--- config.mk ---
export PLATFORM = sky130hd
export DESIGN_NAME = fetch_unit
export DESIGN_NICKNAME = d
export VERILOG_FILES = /design/src/rtl/fetch_unit.sv
export SDC_FILE = /design/constraint.sdc
export NUM_CORES = 1
export LEC_CHECK = 0
export ABC_AREA = 1
export BUFFER_PORTS_ARGS = -buffer_cell sky130_fd_sc_hd__buf_2
export CORE_UTILIZATION = 47
export CTS_CLUSTER_DIAMETER = 30
export DETAILED_ROUTE_END_ITERATION = 16
export PLACE_DENSITY = 0.81
export SLEW_MARGIN = 20
export SYNTH_ARGS = -nofsm -noshare
export SYNTH_HDL_FRONTEND = slang
export SYNTH_SLANG_ARGS = --single-unit
--- constraint.sdc ---
create_clock -name clk -period 1.65 [get_ports clk]
set_input_delay 0.33 -clock clk [delete_from_list [all_inputs] [get_ports clk]]
set_output_delay 0.33 -clock clk [all_outputs]
set_load 0.02 [all_outputs]
--- src/rtl/fetch_unit.sv ---
// Instruction fetch stage: owns the PC, fetches words over a req/valid handshake,
// and presents the decoded fields of one instruction at a time to the control unit.
module fetch_unit #(
   parameter int              PC_W     = 16,
   parameter int              INST_W   = 32,
   parameter logic [PC_W-1:0] RESET_PC = '0
) (
   input  logic              clk,
   input  logic              rst_n,
   input  logic              run,
   input  logic              stall,
   input  logic              redirect_en,
   input  logic [PC_W-1:0]   redirect_pc,
   output logic              imem_req,
   output logic [PC_W-1:0]   imem_addr,
   input  logic              imem_valid,
   input  logic [INST_W-1:0] imem_rdata,
   output logic              inst_valid,
   output logic [PC_W-1:0]   inst_pc,
   output logic [5:0]        opcode,
   output logic [3:0]        rd,
   output logic [3:0]        ra,
   output logic [3:0]        rb,
   output logic [15:0]       imm
);

   typedef enum logic [1:0] {
      S_IDLE,
      S_FETCH,
      S_WAIT,
      S_ISSUE
   } state_t;

   state_t              state_q, state_d;
   logic [PC_W-1:0]     pc_q, pc_d;
   logic [PC_W-1:0]     addr_q, addr_d;
   logic                discard_q, discard_d;
   logic [INST_W-1:0]   ir_q, ir_d;
   logic [PC_W-1:0]     inst_pc_q, inst_pc_d;
   logic [PC_W-1:0]     pc_inc;

   assign pc_inc = pc_q + {{(PC_W-1){1'b0}}, 1'b1};

   always_ff @(posedge clk or negedge rst_n) begin
      if (!rst_n) begin
         state_q   <= S_IDLE;
         pc_q      <= RESET_PC;
         addr_q    <= RESET_PC;
         discard_q <= 1'b0;
         ir_q      <= '0;
         inst_pc_q <= RESET_PC;
      end else begin
         state_q   <= state_d;
         pc_q      <= pc_d;
         addr_q    <= addr_d;
         discard_q <= discard_d;
         ir_q      <= ir_d;
         inst_pc_q <= inst_pc_d;
      end
   end

   always_comb begin
      state_d   = state_q;
      pc_d      = pc_q;
      addr_d    = addr_q;
      discard_d = discard_q;
      ir_d      = ir_q;
      inst_pc_d = inst_pc_q;

      case (state_q)
         S_IDLE: begin
            if (redirect_en) pc_d = redirect_pc;
            if (run) state_d = S_FETCH;
         end

         S_FETCH: begin
            // The request address is frozen here so a redirect can move pc
            // without disturbing the fetch already on the bus.
            addr_d  = pc_q;
            state_d = S_WAIT;
            if (redirect_en) begin
               pc_d      = redirect_pc;
               discard_d = 1'b1;
            end
         end

         S_WAIT: begin
            if (redirect_en) begin
               pc_d = redirect_pc;
               if (imem_valid) begin
                  discard_d = 1'b0;
                  state_d   = S_FETCH;
               end else begin
                  discard_d = 1'b1;
               end
            end else if (imem_valid) begin
               if (discard_q) begin
                  discard_d = 1'b0;
                  state_d   = run ? S_FETCH : S_IDLE;
               end else begin
                  ir_d      = imem_rdata;
                  inst_pc_d = pc_q;
                  pc_d      = pc_inc;
                  state_d   = S_ISSUE;
               end
            end
         end

         S_ISSUE: begin
            // A taken branch overrides a downstream stall.
            if (redirect_en) begin
               pc_d    = redirect_pc;
               state_d = run ? S_FETCH : S_IDLE;
            end else if (!stall) begin
               state_d = run ? S_FETCH : S_IDLE;
            end
         end

         default: state_d = S_IDLE;
      endcase
   end

   assign imem_req   = (state_q == S_FETCH) || (state_q == S_WAIT);
   assign imem_addr  = (state_q == S_FETCH) ? pc_q : addr_q;
   assign inst_valid = (state_q == S_ISSUE);
   assign inst_pc    = inst_pc_q;

   // Opcode collapses to NOP whenever nothing valid is presented.
   assign opcode = inst_valid ? ir_q[31:26] : 6'b000000;
   assign rd     = ir_q[25:22];
   assign ra     = ir_q[21:18];
   assign rb     = ir_q[17:14];
   assign imm    = ir_q[15:0];

endmodule

# After elaboration in Yosys (flattened, before gate mapping)
# Cells that the tools add are included.
# totals
regBits,83
in_bits,54
output_inout_bits,68
elab_cells,48
# classes
n_addsub,1
eq_ne,10
n_mux,21
bitwise_logic,2
reduce_logical,8
# ops
op,n
16-bit 2-to-1 mux,5
16-bit case mux with 2 select lines,1
16-bit by 1-bit adder with 16-bit output (second input constant),1
2-bit 2-to-1 mux,7
3-bit != test (second input constant),3
3-bit AND reduction,3
2-bit case mux with 4 select lines,1
6-bit 2-to-1 mux,1
2-bit != test (second input constant),3
1-bit 2-to-1 mux,5
2-bit equality test (second input constant),2
4-bit AND reduction,1
3-bit OR reduction,1
2-bit by 1-bit equality test with 1-bit output (second input constant),1
2-bit zero test,1
2-bit by 1-bit != test with 1-bit output (second input constant),1
1-bit inverter,2
1-bit case mux with 2 select lines,1
2-bit nonzero test,1
1-bit logical OR,1

# Longest topological paths before layout
# logic_depth
depth_word,5
depth_mapped,11
ltp_nobuf,11

# Least setup slack after synthesis
# Ideal clock, no wire load.
# synth_path
path_kind,reg2out
start,reg state_q[1]
end,out imem_addr[0]
t_arrival_ns,1.442
path_slack_ns,-0.122
stages_incl_launch_ff,6
path_buffers,1
path_cell_list,dfrtp_1 inv_1 ha_1 inv_1 clkbuf_1 o21ai_0
# synth_via
elab_chain_cells,2
# synth_rtl
item,line,text
"start, declared",34,"state_t state_q, state_d;"
"start signal, assigned",53,state_q <= state_d;
2-bit by 1-bit equality test with 1-bit output,124,assign imem_addr = (state_q == S_FETCH) ? pc_q : addr_q;
16-bit 2-to-1 mux,124,
"end, declared",15,"output logic [PC_W-1:0] imem_addr,"
# Every way passes these cells.

# Final worst setup path
# layout_path
start,reg state_q[1]
end,out imem_addr[13]
# The elaborated chain is that of the path after synthesis.

==> results.toml <==
[status]
status = "complete, but fails checks"
violations = "setup timing"

[critical_path]
slowest_stage = "dfrtp_1"
critPathKind = "reg -> out"
endpoint_kind = "output port"
worstPathRequired_ns = 1.32
crit_chain = "inv_2 -> ha_4 -> inv_8 -> buf_16 -> o21ai_4 -> buf_6"
arrival_ns = 1.57
rr_endpoint = "state_q[1]"
r2r-start = "state_q[0]"
r2r_setup_slack_ns = -0.16
startpoint_type = "flip-flop"
r2r_cells = 9
worst-path-max-fanout = 8
startpoint = "state_q[1]"
cpPeakStageDelay_ns = 0.40

[final_layout]
fin_cells = 660
drive_gt1_frac = 0.476
area_delta_synth_final_pct = 40.3
antenna_cells = 0
multi_input_area_mm2 = 0.00189
nNetsFinal = 610
num-fill-cells = 566
seqCellArea_mm2 = 0.00208

[clocking]
h-tree-depth = 3
cts_root_buffer = "clkbuf_8"
clock-sinks = 83
clockBufferDepth = 2
cts_tree = "done"
clkSlewWorstSetupHoldPaths_ns = 0.09
clk_latency_ns = 0.37
cts_buffers = 9

[routing]
final_antenna_net_count = 0
post-route-drc-count = 0
post_drt_wl_per_cell_um = 17.7
vias = 3630
dr.pass1.iters = 5
viasPerCell = 5.50
drtIter0Drc = 300
wl_mm = 11.7

[synth]
synth.cell_area_mm2 = 0.00408
synth_area_leaders = "dfrtp_1, mux2_4, nand2_1, o21ai_0, buf_4"
ys_seq_area_frac = 0.510
avgSynthCellArea_um2 = 9.66
synth.distinct_cells = 28
synth-seq-cells = 83
yosysWarnings = 0
syn_nets = 482
syn_inst = 422
yosys.area.top_type_share = 0.510
yosysTopAreaCell = "dfrtp_1"

[timing]
worstMarginPinSlew_ns = 0.369
fin_crit_ns = 1.90
setup_violations = 28
skew_ns = 0.0148
maxClockFrequency_ghz = 0.527
relSlewSlack = 0.753
slew_violations = 0
hold_viol = 0
setup_slack_ns = -0.249
finalCritPeriodShare = 1.15
rsz0062_at_grt = "yes"

[global_routing]
grt_max_degree = 36
grt_pass1_vias = 3451
grt_util_all_layers = 0.253
grt_first_pass_wirelength_mm = 17.2
grt_remaining_overflow = 0
antenna_found_initial = 0

[pwr]
ir_drop_mv = 0.839
total_power_mw = 12.5
p_per_area_mw_per_mm2 = 2180
p_leak_nw = 3.01

[place]
placed_cells = 625
numPortBuffers = 121
dp_hpwl_mm = 6.76
gp_congestion = 0.850

[floorplanning]
die_area_mm2 = 0.00905
die_w_um = 95.1
start_util = 0.491
die_y_um = 95.1
core-area_mm2 = 0.00830
pin_count = 122
row_count = 33

[job]
drv_cap = 0

[hold_path]
min_path_cells = 2
hp-class = "in -> reg"
hold_end = "ir_q[18]"
min-delay-start = "imem_rdata[18]"
layer usage:
metal | vias to the layer above | GRT usage | wire (um)
met3 | 48 | 0.0622 | 940
met2 | 206 | 0.403 | 5680
li1 | 1606 | - | -
met1 | 1770 | 0.324 | 4550
met4 | 0 | 0.116 | 514
met5 | - | 0 | 0
worst max-delay path: cells and delay by family, from the launching register on:
family / cells / cell delay [ns]
buf+inv: 4 / 0.45
flops: 1 / 0.40
fa+ha+maj: 1 / 0.17
compound gates: 1 / 0.18
cells in the final DEF (no fill, tap or decap), types with 6 or more instances in the layout:
cell / Yosys / routed
buf_2: 2 / 96
dfrtp_1: 83 / 83
nand2_1: 96 / 80
o21ai_0: 49 / 31
buf_6: 4 / 29
inv_1: 36 / 28
mux2_4: 28 / 28
nor2_1: 23 / 22
buf_4: 30 / 21
o21ai_4: 0 / 16
nand2_2: 1 / 13
nand3_1: 16 / 13
a21oi_1: 10 / 10
clkbuf_8: 0 / 9
inv_2: 3 / 7
buf_12: 0 / 7
nand2_4: 1 / 6
report_power, final:
| group | total (mW) | leakage [nW] | switching, mW | internal, mW |
|---|---|---|---|---|
| Combinational | 7.16 | 1.86 | 3.97 | 3.19 |
| Clock | 1.64 | 0.111 | 0.782 | 0.856 |
| Sequential | 3.68 | 1.03 | 0.689 | 2.99 |
| Total | 12.5 | 3.01 | 5.44 | 7.04 |
through the flow:
| step | setup slack (ns) | hold WS, ns | cell area, um2 | utilization | TNS, ns |
|---|---|---|---|---|---|
| floorplan | -0.00334 | 0.0344 | 4100 | - | -0.0133 |
| global placement | 0.0490 | 0.214 | 4740 | 0.572 | 0 |
| detailed placement | -0.0517 | 0.220 | 4740 | 0.572 | -0.203 |
| CTS | -0.204 | 0.187 | 5440 | 0.656 | -4.18 |
| global route | -0.277 | 0.187 | 5720 | 0.689 | -6.07 |
| finish | -0.249 | 0.192 | 5720 | 0.689 | -5.07 |
layout make-up:
type                    instances  share of cell area
repair buffers                159               0.215
well taps                     105              0.0230
flip-flops and latches         83               0.363
clock buffers                  10              0.0223
multi-input cells             258               0.331
inverters                      39              0.0300
clock inverters                 6              0.0153
worst max-delay path by stage:
stage | to | slack [ns] | cells after the start
finish | imem_addr[13] | -0.25 | 6
detailed placement | pc_q[10] | -0.05 | 9
floorplan | imem_addr[0] | -0.003 | 6
global route | imem_addr[4] | -0.28 | 6
global placement | imem_addr[13] | 0.05 | 7
CTS | imem_addr[13] | -0.20 | 6
cell usage after synthesis:
library cell and instances:
nand2_2 1, xor2_1 1, inv_2 3, a22oi_1 3, o21ai_0 49, nand2_1 96
o21ai_1 1, buf_2 2, o22ai_1 5, nand3_1 16, inv_1 36, nor2_2 2
a31oi_1 1, nand4_1 5, nand3_4 1, a22o_1 1, ha_1 6, clkbuf_1 7
o211ai_1 2, buf_4 30, a21oi_1 10, dfrtp_1 83, or2_1 1, nand2_4 1
nor2_1 23, mux2_2 4, mux2_4 28, buf_6 4
kinds of logic after synthesis:
family                   synth area share
AO/OA/AOI/OAI                      0.0943
XOR/XNOR                          0.00215
adder cells (fa/ha/maj)            0.0184
buffers and inverters               0.111
flip-flops                          0.510
multiplexers                        0.114
AND/OR/NAND/NOR                     0.150
flip-flops by register name, summed over array words and instances (netlist names):
register	flops
state_q	2
inst_pc	16
ir_q	32
addr_q	16
pc_q	16
discard_q	1
repair_timing:
action,CTS,global route
setup buffers,6,10
pin swaps,3,16
gates cloned,3,1
hold buffers,1,0
gates resized for setup,92,52
setup endpoints to repair,30,37
endpoints found under the hold margin,16,0
No activity file was read; power rests on OpenSTA's default activity.
